$ cat src/rtl/afifo_wr_engine_pkg.sv
`default_nettype none
// ============================================================================
// Module      : afifo_wr_engine_pkg
// Description : Shared types and sizing helpers for the async FIFO write-side
//               burst engine.
// Revision    : 1.0 - initial release
// ============================================================================
package afifo_wr_engine_pkg;

    typedef enum logic [1:0] {
        IDLE = 2'd0,
        RUN  = 2'd1,
        FIN  = 2'd2
    } state_t;

    typedef enum logic {
        MODE_STREAM  = 1'b0,
        MODE_PATTERN = 1'b1
    } mode_t;

    localparam int C_TIMEOUT_DEFAULT = 1024;

    // Stall counter width is $clog2(TIMEOUT+1); never narrower than one bit.
    function automatic int stall_width(input int timeout);
        return (timeout < 1) ? 1 : $clog2(timeout + 1);
    endfunction

endpackage
`default_nettype wire

$ cat src/rtl/afifo_wr_stat_cnt.sv
`default_nettype none
// ============================================================================
// Module      : afifo_wr_stat_cnt
// Description : Saturating statistics counter with synchronous clear that
//               takes priority over increment.
// Revision    : 1.0 - initial release
// ============================================================================
module afifo_wr_stat_cnt #(
    parameter int WIDTH = 32
) (
    input  logic             clk,
    input  logic             rst_n,
    input  logic             i_clr,
    input  logic             i_inc,
    output logic [WIDTH-1:0] o_count
);

    logic [WIDTH-1:0] r_count;

    always_ff @(posedge clk or negedge rst_n) begin
        if (!rst_n) begin
            r_count <= '0;
        end else if (i_clr) begin
            r_count <= '0;
        end else if (i_inc && (r_count != {WIDTH{1'b1}})) begin
            r_count <= r_count + 1'b1;
        end
    end

    assign o_count = r_count;

endmodule
`default_nettype wire

$ cat src/rtl/afifo_wr_burst_engine.sv
`default_nettype none
// ============================================================================
// Module      : afifo_wr_burst_engine
// Description : Write-side burst engine for the async FIFO: accepts burst
//               commands, writes stream or pattern data, aborts on full stall.
// Revision    : 1.0 - initial release
// ============================================================================
module afifo_wr_burst_engine
    import afifo_wr_engine_pkg::*;
#(
    parameter int DATA_WIDTH = 32,
    parameter int ADDR_WIDTH = 8,
    parameter int LEN_WIDTH  = ADDR_WIDTH + 1,
    parameter int TIMEOUT    = C_TIMEOUT_DEFAULT,
    parameter int CNT_WIDTH  = 32
) (
    input  logic                  wclk,
    input  logic                  wrst_n,
    input  logic                  cmd_valid,
    output logic                  cmd_ready,
    input  logic [LEN_WIDTH-1:0]  cmd_len,
    input  logic                  cmd_mode,
    input  logic [DATA_WIDTH-1:0] cmd_seed,
    input  logic                  s_valid,
    output logic                  s_ready,
    input  logic [DATA_WIDTH-1:0] s_data,
    input  logic                  wfull,
    output logic                  winc,
    output logic [DATA_WIDTH-1:0] wdata,
    output logic                  busy,
    output logic                  done,
    output logic                  err_timeout,
    input  logic                  clr_stats,
    output logic [CNT_WIDTH-1:0]  stat_writes,
    output logic [CNT_WIDTH-1:0]  stat_full_cycles
);

    localparam int STALL_W = stall_width(TIMEOUT);

    state_t                r_state;
    state_t                w_state_nxt;
    logic [LEN_WIDTH-1:0]  r_len;
    logic [LEN_WIDTH-1:0]  r_beat_cnt;
    logic [LEN_WIDTH-1:0]  w_beat_nxt;
    mode_t                 r_mode;
    logic [DATA_WIDTH-1:0] r_pat;
    logic [STALL_W-1:0]    r_stall_cnt;
    logic                  r_abort;

    logic w_run;
    logic w_data_avail;
    logic w_winc;
    logic w_stall;
    logic w_last;
    logic w_timeout;
    logic w_accept;

    assign w_run        = (r_state == RUN);
    assign w_data_avail = (r_mode == MODE_PATTERN) || s_valid;
    // Write gating is purely combinational on wfull so a full FIFO is never overrun.
    assign w_winc       = w_run && w_data_avail && !wfull;
    assign w_stall      = w_run && w_data_avail && wfull;
    assign w_beat_nxt   = r_beat_cnt + 1'b1;
    assign w_last       = w_winc && (w_beat_nxt == r_len);
    assign w_accept     = (r_state == IDLE) && cmd_valid;

    generate
        if (TIMEOUT != 0) begin : g_timeout
            localparam logic [STALL_W-1:0] C_STALL_LAST = STALL_W'(TIMEOUT - 1);
            assign w_timeout = w_stall && (r_stall_cnt == C_STALL_LAST);
        end else begin : g_no_timeout
            assign w_timeout = 1'b0;
        end
    endgenerate

    always_ff @(posedge wclk or negedge wrst_n) begin
        if (!wrst_n) begin
            r_state <= IDLE;
        end else begin
            r_state <= w_state_nxt;
        end
    end

    always_comb begin
        w_state_nxt = r_state;
        cmd_ready   = 1'b0;
        busy        = 1'b0;
        done        = 1'b0;
        err_timeout = 1'b0;
        winc        = 1'b0;
        s_ready     = 1'b0;
        wdata       = '0;
        case (r_state)
            IDLE: begin
                cmd_ready = 1'b1;
                if (cmd_valid) begin
                    w_state_nxt = (cmd_len == '0) ? FIN : RUN;
                end
            end
            RUN: begin
                busy    = 1'b1;
                winc    = w_winc;
                s_ready = (r_mode == MODE_STREAM) && !wfull;
                wdata   = (r_mode == MODE_PATTERN) ? r_pat : s_data;
                if (w_last || w_timeout) begin
                    w_state_nxt = FIN;
                end
            end
            FIN: begin
                done        = 1'b1;
                err_timeout = r_abort;
                w_state_nxt = IDLE;
            end
            default: begin
                w_state_nxt = IDLE;
            end
        endcase
    end

    always_ff @(posedge wclk or negedge wrst_n) begin
        if (!wrst_n) begin
            r_len       <= '0;
            r_mode      <= MODE_STREAM;
            r_pat       <= '0;
            r_beat_cnt  <= '0;
            r_stall_cnt <= '0;
            r_abort     <= 1'b0;
        end else if (w_accept) begin
            r_len       <= cmd_len;
            r_mode      <= mode_t'(cmd_mode);
            r_pat       <= cmd_seed;
            r_beat_cnt  <= '0;
            r_stall_cnt <= '0;
            r_abort     <= 1'b0;
        end else if (w_winc) begin
            r_beat_cnt  <= w_beat_nxt;
            r_pat       <= r_pat + 1'b1;
            r_stall_cnt <= '0;
        end else if (w_stall) begin
            // Stall count only advances while data is waiting on wfull.
            r_stall_cnt <= r_stall_cnt + 1'b1;
            if (w_timeout) begin
                r_abort <= 1'b1;
            end
        end
    end

    afifo_wr_stat_cnt #(
        .WIDTH (CNT_WIDTH)
    ) u_stat_writes (
        .clk     (wclk),
        .rst_n   (wrst_n),
        .i_clr   (clr_stats),
        .i_inc   (w_winc),
        .o_count (stat_writes)
    );

    afifo_wr_stat_cnt #(
        .WIDTH (CNT_WIDTH)
    ) u_stat_full (
        .clk     (wclk),
        .rst_n   (wrst_n),
        .i_clr   (clr_stats),
        .i_inc   (w_stall),
        .o_count (stat_full_cycles)
    );

endmodule
`default_nettype wire

$ cat config.mk
export PLATFORM = sky130hd
export DESIGN_NAME = afifo_wr_burst_engine
export DESIGN_NICKNAME = d
export VERILOG_FILES = /design/src/rtl/afifo_wr_engine_pkg.sv /design/src/rtl/afifo_wr_stat_cnt.sv /design/src/rtl/afifo_wr_burst_engine.sv
export SDC_FILE = /design/constraint.sdc
export NUM_CORES = 1
export LEC_CHECK = 0
export ABC_AREA = 0
export CAP_MARGIN = 20
export CELL_PAD_IN_SITES_DETAIL_PLACEMENT = 1
export CELL_PAD_IN_SITES_GLOBAL_PLACEMENT = 2
export CORE_UTILIZATION = 32
export DETAILED_ROUTE_END_ITERATION = 12
export PLACE_DENSITY = 0.95
export SLEW_MARGIN = 20
export SYNTH_ARGS = -nofsm -noshare
export SYNTH_HDL_FRONTEND = slang
export SYNTH_SLANG_ARGS = --single-unit
$ cat constraint.sdc
create_clock -name wclk -period 4.8 [get_ports wclk]
set_input_delay 0.96 -clock wclk [delete_from_list [all_inputs] [get_ports wclk]]
set_output_delay 0.96 -clock wclk [all_outputs]
set_load 0.05 [all_outputs]
# Yosys cells after proc, flatten, opt, wreduce, memory -nomap -nowiden
# Index checks and enable logic that the tools add are counted.
# classes
bitwise_logic	1
n_eq_ne	9
n_mux	27
add_sub_neg	5
reduce_logical	22
# op_table
cell	count
two-way mux 32 bit	8
adder 32 x 1 -> 32 bit, second input constant	3
!= test 32 bit, second input constant	2
two-way mux 11 bit	3
two-way mux 9 bit	2
adder 11 x 1 -> 11 bit, second input constant	1
equality test 11 x 10 -> 1 bit, second input constant	1
two-way mux 1 bit	10
nonzero test 2 bit	5
adder 9 x 1 -> 9 bit, second input constant	1
equality test 9 bit	1
logical AND 1 bit	9
logical NOT 9 bit	1
two-way mux 2 bit	3
!= test 2 bit, second input constant	2
case mux 2 bit (2 select lines)	1
AND reduction 3 bit	1
nonzero test 3 bit	1
equality test 2 x 1 -> 1 bit, second input constant	1
equality test 2 bit, second input constant	1
logical NOT 2 bit	1
logical OR 1 bit	2
!= test 2 x 1 -> 1 bit, second input constant	1
AND reduction 2 bit	1
2 further kinds	2
# totals
out_inout_bits	102
input_bits	80
ff_bits	129

# Longest topological paths before layout
# Gate-level depths: netlist of run 1.
# depth
ltp_word	8
mapped_depth	9
ltp_nobuf	7

# Hierarchy
# A second synthesis of run 1 with hierarchy kept.
# hier_totals
hier_cells	895
hier_area_um2	7817.5
# modules_own_cells
mod	cells_each	instances	area_per_inst_um2	seq_area_each_um2
afifo_wr_burst_engine	499	1	4108.9	1626.6
afifo_wr_stat_cnt	198	2	1854.3	800.8

# Worst setup path before layout of run 1
# OpenSTA, ideal clock, no wires.
# synth_path
path_kind	in2out
start	input port s_valid
end	output port winc
t_arrival_ps	2227
n_path_buf	3
t_required_ps	3840
path_slack_ps	1613
cell_stages	6
cell_sequence	or2_1 nand3_1 inv_1 buf_2 buf_1 buf_2
# synth_via
elab_chain_cells	4
# synth_rtl
element	line	source
from (decl)	afifo_wr_burst_engine.sv:24	input logic s_valid,
logical OR 1 bit	afifo_wr_burst_engine.sv:59	assign w_data_avail = (r_mode == MODE_PATTERN) || s_valid;
logical AND 1 bit (2 in series)	afifo_wr_burst_engine.sv:61	assign w_winc = w_run && w_data_avail && !wfull;
two-way mux 1 bit	afifo_wr_burst_engine.sv:93	case (r_state)
to (decl)	afifo_wr_burst_engine.sv:28	output logic winc,
# Every way passes these cells.

# Worst setup path after layout of run 1
# layout_path
start	register r_state[1]
end	output port busy
# layout_via
elab_chain_cells	2
# layout_rtl
element	line	source
from (decl)	afifo_wr_burst_engine.sv:40	state_t r_state;
from (signal assigned)	afifo_wr_burst_engine.sv:80	r_state <= w_state_nxt;
equality test 2 x 1 -> 1 bit	afifo_wr_burst_engine.sv:93	
two-way mux 1 bit	afifo_wr_burst_engine.sv:93	
to (decl)	afifo_wr_burst_engine.sv:30	output logic busy,
# Every way passes these cells.

==> impl_metrics.json, run 1 <==
{
  "gp_congestion": 0.823,
  "syn-num-nets": 998,
  "relSlewSlack_pct": 27.5,
  "dr_total_vias": 7826,
  "synth_top_area_cell": "dfrtp_1",
  "yosys_warnings": 0,
  "postLayoutSetupSlackWorst_ps": 1180,
  "synthTopCellsByCount": "129 x dfrtp_1, 125 x nand2_1, 81 x nor2_1",
  "wl_mm": 26.2,
  "place_hpwl_mm": 18.5,
  "p_leak_nw": 4.10,
  "worst-path-max-fanout": 38,
  "end_kind": "output port",
  "synth.area.top_cells": "dfrtp_1 41%, nand2_1 6.0%, mux2i_1 4.5%, nor2_1 3.9%, a21oi_1 3.8%",
  "cts_buffer_depth": 2,
  "irDropWorstVdd_uv": 286,
  "cts_resized": 0,
  "totalPowerFinal_mw": 4.90,
  "grt_pass1_wl_mm": 42.3,
  "synth_edf_count": 0,
  "holdCritPathClass": "register to register",
  "skew_ps": 8.99,
  "h-tree-depth": 4,
  "cts_tree": "yes",
  "post_drt_wl_per_cell_um": 18.6,
  "ioPinCount": 182,
  "antenna_left": 0,
  "fp.coreArea_sq_mm": 0.0238,
  "fin_crit_sh_pct": 75.5,
  "required_ps": 3840,
  "rows": 56,
  "status": "finished, final reports clean",
  "setup_violations": 0,
  "synthCells": 913,
  "io_buffers": 181,
  "detail_route.vias_per_cell": 5.57,
  "antenna_found_initial": 2,
  "clkTransAtPathRegs_ps": 60,
  "nNetsFinal": 1155,
  "drc": 0,
  "synth_seq_cells": 129,
  "grt_max_degree": 76,
  "syn2layout_area_growth_pct": 35.3,
  "powerDensity_mw_per_mm2": 463,
  "clock-root-buffer": "clkbuf_16",
  "startpoint_type": "register",
  "synth_async_sr_flop_share_pct": 100,
  "syn_avg_cell_area_sq_um": 8.57,
  "numCtsBuffers": 17,
  "drive_above_1_share_pct": 6.56,
  "die_h_um": 158,
  "start_util_pct": 33.0,
  "synthDistinctLibCells": 59,
  "slew_viol_final": 0,
  "grt_pass1_vias": 7979,
  "ys_seq_area_share_pct": 41.2,
  "fmax_mhz": 276,
  "hold_ws_ps": 471,
  "place_ws_ps": 1310,
  "critPathArrivalTime_ps": 2660,
  "netlist_area_sq_mm": 0.00783,
  "worst_pin_slew_ps": 1090,
  "tns_ps": 0,
  "firstDrtPassIters": 5,
  "die_area_sq_mm": 0.0251,
  "die_w_um": 158,
  "drt_iter0_markers": 380,
  "grt_usage_pct": 21.5,
  "drv_cap": 0,
  "min_period_ps": 3620,
  "criticalPathCategory": "register to output port",
  "clock_sinks": 129,
  "yosysTopAreaCellShare_pct": 41.2,
  "yosysMostFrequentCell": "dfrtp_1",
  "clock_latency_ps": 420,
  "grt_remaining_overflow": 0,
  "synth-main-ff-cell": "dfrtp_1",
  "hold_violations": 0,
  "postCtsSetupBuffers": 0,
  "rsz0062_at_grt": "no",
  "hold_buffers": 0
}
==> area by class of cell <==
type,count,area [sq um]
Inverter,11,41.3
Clock inverter,12,201
Timing Repair Buffer,191,1900
Antenna cell,2,5.00
Sequential cell,129,3230
Fill cell,2733,13200
Multi-Input combinational cell,720,4350
Tap cell,319,399
Clock buffer,20,467
==> report_power, final <==
| group | leakage, nW | internal [mW] | switching [mW] |
|---|---|---|---|
| sequential | 1.74 | 1.27 | 0.295 |
| combinational | 2.03 | 0.687 | 1.17 |
| clock | 0.323 | 0.966 | 0.516 |
| total | 4.10 | 2.92 | 1.98 |
==> metal layers <==
| metal | part of all wire, % | vias to the layer above | routed length (um) | track usage [%] |
|---|---|---|---|---|
| met5 | 0 | - | 0 | 0 |
| met4 | 2.4 | 0 | 621 | 8.61 |
| met3 | 3.7 | 37 | 975 | 3.78 |
| met2 | 49 | 188 | 12900 | 36.2 |
| met1 | 45 | 3910 | 11700 | 27.3 |
| li1 | - | 3691 | - | - |
==> cells in the final DEF (no fill, tap or decap), types with 4 or more instances in the layout <==
cell and n:
mux2_2 9, o31ai_1 28, xnor2_1 18, a21oi_1 59, o21ai_0 54, bufinv_16 5
a31o_2 4, mux2i_1 35, ha_1 5, o211ai_1 5, a221o_1 7, clkdlybuf4s50_1 178
nand2b_1 6, a31oi_1 11, nor4_1 14, and3_1 16, o21ai_1 5, o311ai_0 5
nand4_1 28, buf_4 10, and2_1 10, nand3_1 46, inv_1 10, clkbuf_16 17
xor2_1 10, or4_1 29, nor3_1 17, and4_1 21, nor2b_1 12, nand2_1 125
or3_1 19, nand4b_1 4, nor2_1 81, dfrtp_1 128
==> worst max-delay path, cell delays in order (launching register included) <==
cell and delay (ps):
dfrtp_1 410, nand2b_2 610, inv_2 360, clkdlybuf4s50_1 860
==> path summary, 6_finish.rpt <==
check / startpoint / end / cells after the start / slack, ps
worst max-delay path: r_state[1] / busy / 3 / 1180
worst min-delay path: r_stall_cnt[10] / r_stall_cnt[10] / 2 / 470
worst max register to register: r_state[1] / r_pat[25] / 8 / 1610
worst min register to register: r_stall_cnt[10] / r_stall_cnt[10] / 2 / 470
max in group asynchronous: wrst_n / u_stat_full.o_count[0] / 2 / 3330
min in group asynchronous: wrst_n / r_pat[7] / 1 / 590
==> state kept, by name (all words and copies together), names as in the netlist <==
name	count
r_abort	1
r_stall_cnt	11
u_stat_writes.o_count	32
r_mode	1
u_stat_full.o_count	32
r_len	9
r_state	2
r_pat	32
r_beat_cnt	9
==> kinds of logic after synthesis <==
group / count (synthesis) / share of synthesized area [%]
AOI/OAI and AO/OA: 199 / 15.9
xor gates and xnor gates: 29 / 3.42
adders and majority gates: 5 / 0.799
buffers and inverters: 64 / 3.40
DFF: 129 / 41.2
muxes: 44 / 5.77
and+or+nand+nor: 443 / 29.5
==> through the flow <==
stage	area, sq um	std cells	utilization [%]
2_1_floorplan	7830	913	-
3_3_place_gp	9920	1370	41.8
3_5_place_dp	9920	1370	41.8
4_1_cts	10600	1402	44.6
5_1_grt	10600	1404	44.6
6_report	10600	1404	44.6
(Power assumes the default switching activity.)
==> run 2, diff against run 1 <==
--- a/config.mk
+++ b/config.mk
@@ -9,9 +9,9 @@
 export CAP_MARGIN = 20
 export CELL_PAD_IN_SITES_DETAIL_PLACEMENT = 1
 export CELL_PAD_IN_SITES_GLOBAL_PLACEMENT = 2
-export CORE_UTILIZATION = 32
+export CORE_UTILIZATION = 30
 export DETAILED_ROUTE_END_ITERATION = 12
-export PLACE_DENSITY = 0.95
+export PLACE_DENSITY = 0.9
 export SLEW_MARGIN = 20
 export SYNTH_ARGS = -nofsm -noshare
 export SYNTH_HDL_FRONTEND = slang
==> constraint.sdc (replaced) <==
create_clock -name wclk -period 3.55 [get_ports wclk]
set_input_delay 0.71 -clock wclk [delete_from_list [all_inputs] [get_ports wclk]]
set_output_delay 0.71 -clock wclk [all_outputs]
set_load 0.05 [all_outputs]
==> run 2 against run 1 <==
Clock skew grew 4.6 ps. Sequential share of layout area shrank 0.057 points. Register-to-register slack lost 740 ps. Flip-flop and latch count is the same. Die area grew 6.6%. Hold slack lost 280 ps. Routed wire length shrank 0.80%. Via count grew 0.86%. Setup slack lost 630 ps. Critical path type unchanged. Critical endpoint is now wdata[27].
==> impl_metrics.json, run 2 (synthesis gave the netlist of run 1 again) <==
{
  "grt_pass1_vias": 7885,
  "p_switching_mw": 2.71,
  "syn2layout_area_growth_pct": 35.6,
  "clock_latency_ps": 420,
  "powerDensity_mw_per_mm2": 605,
  "die_w_um": 164,
  "critPathSlowestCell": "clkdlybuf4s50_1",
  "clock-root-buffer": "clkbuf_16",
  "hold_buffers": 0,
  "comb_power_share_pct": 40.1,
  "cts_resized": 0,
  "worst-path-max-fanout": 38,
  "drc": 0,
  "die_h_um": 164,
  "rr_worst_depth": 6,
  "clock_sinks": 129,
  "clkTransAtPathRegs_ps": 70,
  "numCtsBuffers": 17,
  "nNetsFinal": 1164,
  "wl_mm": 26.0,
  "r2r_start": "u_stat_full.o_count[0]",
  "hold_violations": 0,
  "relSlewSlack_pct": 45.2,
  "status": "finished, final reports clean",
  "drive_above_1_share_pct": 7.33,
  "firstDrtPassIters": 5,
  "grt_max_degree": 66,
  "r2r_slack_ps": 870,
  "final_common_cell": "clkdlybuf4s50_1",
  "slew_viol_final": 0,
  "r2r_end": "u_stat_full.o_count[27]",
  "final_cells": 1424,
  "rows": 58,
  "gp_congestion": 0.801,
  "clkPwrFrac_pct": 27.6,
  "fmax_mhz": 333,
  "drt_iter0_markers": 488,
  "irDropWorstVdd_uv": 532,
  "startpoint_type": "register",
  "cts_tree": "yes",
  "cp-endpoint": "wdata[27]",
  "fin_crit_sh_pct": 84.5,
  "min_period_ps": 3000,
  "place_hpwl_mm": 18.6,
  "critPathArrivalTime_ps": 2290,
  "antenna_left": 0,
  "grt_pass1_wl_mm": 42.5,
  "ioPinCount": 182,
  "post-place-cells": 1390,
  "slowest_delay_ps": 850,
  "holdCritPathClass": "input port to asynchronous set/reset pin",
  "antenna_found_initial": 2,
  "criticalPathCategory": "register to output port",
  "internal_power_mw": 3.71,
  "setup_violations": 0,
  "seq_power_share_pct": 32.3,
  "cts_buffer_depth": 2,
  "required_ps": 2840,
  "grt_remaining_overflow": 0,
  "post_drt_wl_per_cell_um": 18.2,
  "die_area_sq_mm": 0.0267,
  "switching_share_pct": 42.1,
  "layout_common_cells": "177 x clkdlybuf4s50_1, 128 x dfrtp_1, 125 x nand2_1, 81 x nor2_1, 59 x a21oi_1",
  "tns_ps": 0,
  "detail_route.vias_per_cell": 5.54,
  "rsz0062_at_grt": "no",
  "end_kind": "output port",
  "p_leak_nw": 4.11,
  "start_util_pct": 30.8,
  "dr_total_vias": 7893,
  "skew_ps": 13.6,
  "fp.coreArea_sq_mm": 0.0254,
  "drv_cap": 0,
  "io_buffers": 181,
  "postCtsSetupBuffers": 0,
  "worst_pin_slew_ps": 816,
  "h-tree-depth": 4,
  "grt_usage_pct": 20.0,
  "path_cells": "nand2b_1, buf_4, nor2_1, clkdlybuf4s50_1",
  "cp-startpoint": "r_state[1]"
}
## run 2: critical path: cells and delay by family, from the launching register on
| kind | cells | cell delay (ps) |
|---|---|---|
| and+or+nand+nor | 2 | 330 |
| buffers and inverters | 2 | 1110 |
| DFF | 1 | 420 |
## run 2: through the flow
step           total power [mW]  hold slack (ps)  worst slack, ps  util (%)  cell area (sq um)
2_1_floorplan              3.75              414              863         -               7830
3_3_place_gp               4.62              451              551      39.5              10000
3_5_place_dp               4.68              458              496      39.5              10000
4_1_cts                    6.49              202              519      41.8              10600
5_1_grt                    6.76              224              419      41.8              10600
6_report                   6.42              195              549      41.8              10600
## run 2: worst min path at each step
stage	startpoint	end	slack (ps)	cells past startpoint
detailed placement	r_stall_cnt[10]	r_stall_cnt[10]	460	2
global route	wrst_n	u_stat_full.o_count[27]	220	1
CTS	wrst_n	u_stat_full.o_count[27]	200	1
global placement	r_stall_cnt[10]	r_stall_cnt[10]	450	2
floorplan	wrst_n	r_abort	410	0
finish	wrst_n	u_stat_full.o_count[27]	200	1
## run 2: power groups by stage
| stage | Sequential [mW] | Combinational (mW) | Clock, mW |
|---|---|---|---|
| floorplan | 1.97 | 1.79 | 0 |
| finish | 2.08 | 2.57 | 1.77 |
| global route | 2.11 | 2.77 | 1.87 |
| CTS | 2.07 | 2.60 | 1.82 |
| detailed placement | 2.09 | 2.58 | 0 |
| global placement | 2.09 | 2.54 | 0 |
## run 2: area by class of cell
class | count | area (sq um)
diodes | 2 | 5.00
clock buffers | 17 | 425
clock inverters | 15 | 158
fillers | 2974 | 14800
inverters | 11 | 41.3
multi-input cells | 720 | 4340
flip-flops and latches | 129 | 3230
well taps | 330 | 413
repair buffers | 200 | 2000
## run 2: per-layer routing
layer  vias up  track usage (%)  share of wire, %  wire, um
met5         -                0                 0         0
met4         0             6.61               1.4       374
met3        19             3.17               3.8       984
met2       173             33.3                49     12700
met1      3983             26.4                46     11800
li1       3718                -                 -         -
